## src/rtl/reset_sequencer.sv

```systemverilog
// Staged reset release after PLL lock; re-asserts on sw/wdt request or lock loss.
// Define RST_SEQ_CAUSE_EN to build the sticky reset-cause register.
module reset_sequencer #(
  parameter int NUM_STAGES  = 4,
  parameter int STAGE_DELAY = 16,
  parameter int MIN_ASSERT  = 32
) (
  input  logic                  clk,
  input  logic                  rst,
  input  logic                  pll_locked,
  input  logic                  sw_rst_req,
  input  logic                  wdt_rst_req,
  output logic [NUM_STAGES-1:0] rst_out,
  output logic                  seq_done,
  output logic [1:0]            rst_cause
);

  localparam int DW = $clog2(STAGE_DELAY + 1);
  localparam int AW = $clog2(MIN_ASSERT + 1);
  localparam int SW = $clog2(NUM_STAGES);

  localparam logic [DW-1:0] D_LAST = DW'(STAGE_DELAY - 1);
  localparam logic [AW-1:0] A_LAST = AW'(MIN_ASSERT - 1);
  localparam logic [SW-1:0] S_LAST = SW'(NUM_STAGES - 1);

  typedef enum logic [1:0] {
    WAIT_LOCK,
    RELEASE,
    RUN,
    ASSERT
  } state_t;

  state_t                state_q, state_d;
  logic [DW-1:0]         dcnt_q, dcnt_d;
  logic [AW-1:0]         acnt_q, acnt_d;
  logic [SW-1:0]         stg_q, stg_d;
  logic [NUM_STAGES-1:0] ro_q, ro_d;
  logic                  done_q, done_d;
  logic                  abort;

  assign abort = wdt_rst_req | sw_rst_req | ~pll_locked;

  always_comb begin
    state_d = state_q;
    dcnt_d  = dcnt_q;
    acnt_d  = acnt_q;
    stg_d   = stg_q;
    ro_d    = ro_q;
    done_d  = done_q;
    unique case (state_q)
      WAIT_LOCK: begin
        ro_d   = '1;
        done_d = 1'b0;
        if (pll_locked) begin
          state_d = RELEASE;
          dcnt_d  = '0;
          stg_d   = '0;
        end
      end
      RELEASE: begin
        if (abort) begin
          state_d = ASSERT;
        end else if (dcnt_q == D_LAST) begin
          dcnt_d      = '0;
          ro_d[stg_q] = 1'b0;
          if (stg_q == S_LAST) begin
            state_d = RUN;
            done_d  = 1'b1;
            stg_d   = '0;
          end else begin
            stg_d = stg_q + SW'(1);
          end
        end else begin
          dcnt_d = dcnt_q + DW'(1);
        end
      end
      RUN: begin
        if (abort) state_d = ASSERT;
      end
      ASSERT: begin
        if (abort) begin
          acnt_d = '0;
        end else if (acnt_q == A_LAST) begin
          state_d = WAIT_LOCK;
          acnt_d  = '0;
        end else begin
          acnt_d = acnt_q + AW'(1);
        end
      end
      default: state_d = WAIT_LOCK;
    endcase
    // Any abort re-asserts every stage at once, whatever was released.
    if (abort && state_q != WAIT_LOCK) begin
      state_d = ASSERT;
      ro_d    = '1;
      done_d  = 1'b0;
      acnt_d  = '0;
      dcnt_d  = '0;
      stg_d   = '0;
    end
  end

  always_ff @(posedge clk) begin
    if (rst) begin
      state_q <= WAIT_LOCK;
      dcnt_q  <= '0;
      acnt_q  <= '0;
      stg_q   <= '0;
      ro_q    <= '1;
      done_q  <= 1'b0;
    end else begin
      state_q <= state_d;
      dcnt_q  <= dcnt_d;
      acnt_q  <= acnt_d;
      stg_q   <= stg_d;
      ro_q    <= ro_d;
      done_q  <= done_d;
    end
  end

  assign rst_out  = ro_q;
  assign seq_done = done_q;

`ifdef RST_SEQ_CAUSE_EN
  logic [1:0] cause_q, cause_d;

  always_comb begin
    cause_d = cause_q;
    if (abort && state_q != WAIT_LOCK) begin
      if (!pll_locked)     cause_d = 2'd3;
      else if (wdt_rst_req) cause_d = 2'd2;
      else                 cause_d = 2'd1;
    end
  end

  always_ff @(posedge clk) begin
    if (rst) cause_q <= 2'd0;
    else     cause_q <= cause_d;
  end

  assign rst_cause = cause_q;
`else
  assign rst_cause = 2'b00;
`endif

endmodule

```

## config.mk

```make
export PLATFORM = sky130hd
export DESIGN_NAME = reset_sequencer
export DESIGN_NICKNAME = d
export VERILOG_FILES = /design/src/rtl/reset_sequencer.sv
export SDC_FILE = /design/constraint.sdc
export NUM_CORES = 1
export LEC_CHECK = 0
export ABC_AREA = 0
export ABC_CLOCK_PERIOD_IN_PS = 2500
export BUFFER_PORTS_ARGS = -buffer_cell sky130_fd_sc_hd__buf_2
export CAP_MARGIN = 15
export CELL_PAD_IN_SITES_DETAIL_PLACEMENT = 1
export CELL_PAD_IN_SITES_GLOBAL_PLACEMENT = 1
export CORE_UTILIZATION = 35
export DETAILED_ROUTE_END_ITERATION = 10
export GPL_TIMING_DRIVEN = 1
export HOLD_SLACK_MARGIN = 0.02
export PLACE_DENSITY_LB_ADDON = 0.1
export SYNTH_ARGS = -nofsm -noshare
export SYNTH_HDL_FRONTEND = slang
export SYNTH_SLANG_ARGS = --single-unit
export TNS_END_PERCENT = 50
```

## constraint.sdc

```tcl
create_clock -name clk -period 2.5 [get_ports clk]
set_input_delay 0.5 -clock clk [delete_from_list [all_inputs] [get_ports clk]]
set_output_delay 0.5 -clock clk [all_outputs]
set_load 0.05 [all_outputs]
```

==> metrics.cfg <==
[routing]
wl_per_cell_um = 13.9
routed_wl_um = 2500
drtPass1Iterations = 4
drtIter0Drc = 18
vias_per_cell = 5.16
num_vias = 924
drt.antenna.violating_nets = 0
post-route-drc-count = 0

[sta]
max_slew.worst_pin.slew_ns = 0.548
hold_viol = 0
clock.fmax_ghz = 0.492
finClkSkew_ns = 0.00158
setup_violations = 0
slew_headroom_pct = 63.3
rsz0062_at_grt = false
period_share_pct = 81.2
slew_viol_final = 0
finalCriticalPeriod_ns = 2.03
tns_ns = 0

[critical_path]
critical_path.top_delay_family = simple AND/OR/NAND/NOR gates
crit_slowest_cell = or4_1
path_max_fanout = 11
critPathRequiredTime_ns = 2.74
r2r_slack_ns = 0.47
path_buf_inv = 1
r2r_end = dcnt_q[3]
endpoint_kind = flop
cp_slowest_stage_delay_ns = 0.46
cp_num_cells = 6
path_class = flop to flop
crit_chain = inv_1 -> ha_1 -> nand4bb_1 -> and2_4 -> or4_1 -> a31oi_1
cp_data_arrival_time_ns = 2.27
critPathLaunchType = flop
reg2reg_from = state_q[1]
reg2regPathDepth = 6

[power]
p_leak_nw = 0.442
power.total_uw = 646
p_per_area_nw_per_um2 = 527
vdd_drop_max_mv = 0.234

[floorplanning]
ios = 12
die_y_um = 58.7
core_um2 = 3050
start_util_pct = 36.8
die_w_um = 58.7
row_count = 20
die_area_um2 = 3440

[clocking]
cts.clk_slew.worst_paths_ns = 0.12
cts.sinks = 20
cts_tree = yes
worstSkewPairLatency_ns = 0.30
hold_buffers = 0
clock_path_buffers = 2
htreeDepth = 1
cts_root_buf = clkbuf_4
cts_resized = 0
cts_buffers = 3
post_cts_buffers = 0

[placed_design]
place.port_buffers = 9
globalplace.congestion = 0.775
place_area_um2 = 1190
dpl.cell_count = 175
place_hpwl_um = 1930

[worst_hold_path]
min_from = dcnt_q[4]
min_to = dcnt_q[4]
min_path_type = flop to flop
whs_path_depth = 1

[global_routing]
grt_pass1_wl_um = 4420
antenna_found_initial = 0
gr-usage-met1_pct = 21.2
grt_pass1_vias = 994
met3_usage_pct = 4.62
busiest_layer = met2
track_usage_pct = 17.0
grtUsageMet2_pct = 28.4
overflow = 0
grt_max_degree = 14

[yosys]
ys_ff_latch = 20
synth_area_um2 = 1120
yosys_warnings = 0
syn_avg_cell_area_um2 = 8.92
ys_types = 44
ys_seq_area_share_pct = 35.6
netlist_instances = 126

[run_status]
status = finished, final reports clean

[layout]
multi_input_area_um2 = 659
instances_no_fill = 179
stdcell_area_um2 = 1230
drive_above_1_share_pct = 15.6
register_area_um2 = 400
antenna-diode-count = 0
nets = 151
fillers = 363
area_growth_pct = 9.13

[flow_run]
drv_cap = 0

-- cell usage in the layout (no fill, tap or decap), types with 2 or more instances in the layout --
| cell type | synthesis | layout |
|---|---|---|
| a31oi_1 | 2 | 2 |
| conb_1 | 1 | 2 |
| buf_2 | 0 | 9 |
| ha_1 | 10 | 10 |
| o21ai_1 | 2 | 2 |
| nand2_1 | 7 | 7 |
| nor2b_1 | 2 | 2 |
| inv_1 | 6 | 6 |
| dfxtp_1 | 20 | 20 |
| nand2b_1 | 4 | 4 |
| o21ai_0 | 6 | 6 |
| nor2_1 | 9 | 9 |
| nand4b_1 | 2 | 2 |
| nand3b_1 | 3 | 3 |
| a21oi_1 | 9 | 9 |
| nand3_1 | 6 | 6 |
| a2bb2oi_1 | 4 | 4 |
| clkbuf_4 | 0 | 3 |
| nand4_1 | 2 | 2 |
| or3b_2 | 2 | 2 |
-- sequential cells by signal, summed over array words and instances (netlist names) --
name      flops
acnt_q        6
dcnt_q        5
rst_out       4
state_q       2
stg_q         2
seq_done      1
-- cell usage after synthesis --
master	n	share of area (%)
a211oi_1	1	0.67
a21bo_2	1	0.89
a21o_1	1	0.67
a21oi_1	9	4.0
a22o_1	1	0.78
a22oi_1	1	0.67
a2bb2oi_1	4	3.1
a31oi_1	2	1.1
a32oi_1	1	0.78
and2_1	1	0.56
and2_4	1	0.78
and4b_1	1	0.89
buf_4	2	1.3
buf_6	2	2.0
clkbuf_1	2	0.67
conb_1	1	0.33
dfxtp_1	20	36
ha_1	10	11
inv_1	6	2.0
mux2_2	1	1.0
nand2_1	7	2.3
nand2b_1	4	2.2
nand3_1	6	2.7
nand3b_1	3	2.0
nand4_1	2	1.1
nand4b_1	2	1.6
nand4bb_1	1	1.0
nor2_1	9	3.0
nor2b_1	2	1.1
nor3_1	1	0.45
nor3b_1	1	0.67
nor3b_2	1	1.1
o21ai_0	6	2.7
o21ai_1	2	0.89
o221a_2	1	1.0
o22ai_1	1	0.56
o311a_1	1	0.89
or2_1	1	0.56
or3_1	1	0.56
or3b_1	1	0.78
or3b_2	2	1.6
or4_1	1	0.67
xnor2_1	1	0.78
xor2_1	1	0.78
-- metrics by stage --
step	setup slack (ns)	utilization (%)	hold WS, ns
2_1_floorplan	0.652	-	0.449
3_3_place_gp	0.458	39.0	0.464
3_5_place_dp	0.446	39.0	0.466
4_1_cts	0.420	40.2	0.493
5_1_grt	0.274	40.2	0.486
6_report	0.469	40.2	0.490
-- power by group --
| part | switching (mW) | total (mW) | internal (mW) |
|---|---|---|---|
| clock | 0.104 | 0.193 | 0.0888 |
| combinational | 0.0767 | 0.123 | 0.0465 |
| sequential | 0.00587 | 0.330 | 0.324 |
| total | 0.186 | 0.646 | 0.459 |
-- logic make-up after synthesis --
family / count (synthesis) / synth area share [%]
adders and majority gates: 10 / 11.1
DFF: 20 / 35.6
AOI/OAI and AO/OA: 32 / 18.7
and+or+nand+nor: 48 / 25.6
xor gates and xnor gates: 2 / 1.56
buffers and inverters: 12 / 6.01
muxes: 1 / 1.00
other: 1 / 0.334
-- final cells by class --
cell class,count,area share [%]
clock buffers,4,2.96
inverters,6,1.84
repair buffers,10,4.29
flip-flops and latches,20,32.7
well taps,44,4.49
multi-input cells,95,53.8
-- worst max-delay path by stage --
stage / from / endpoint
2_1_floorplan: state_q[1] / dcnt_q[3]
3_3_place_gp: state_q[1] / dcnt_q[3]
3_5_place_dp: state_q[1] / dcnt_q[3]
4_1_cts: state_q[1] / dcnt_q[3]
5_1_grt: state_q[1] / dcnt_q[3]
6_report: state_q[1] / dcnt_q[3]
-- metal layers --
layer / share of wire, % / routed length, um
met5: 0 / 0
met4: 1.0 / 25
met3: 2.9 / 72
met2: 48 / 1190
met1: 48 / 1200
(Power assumes the default switching activity.)
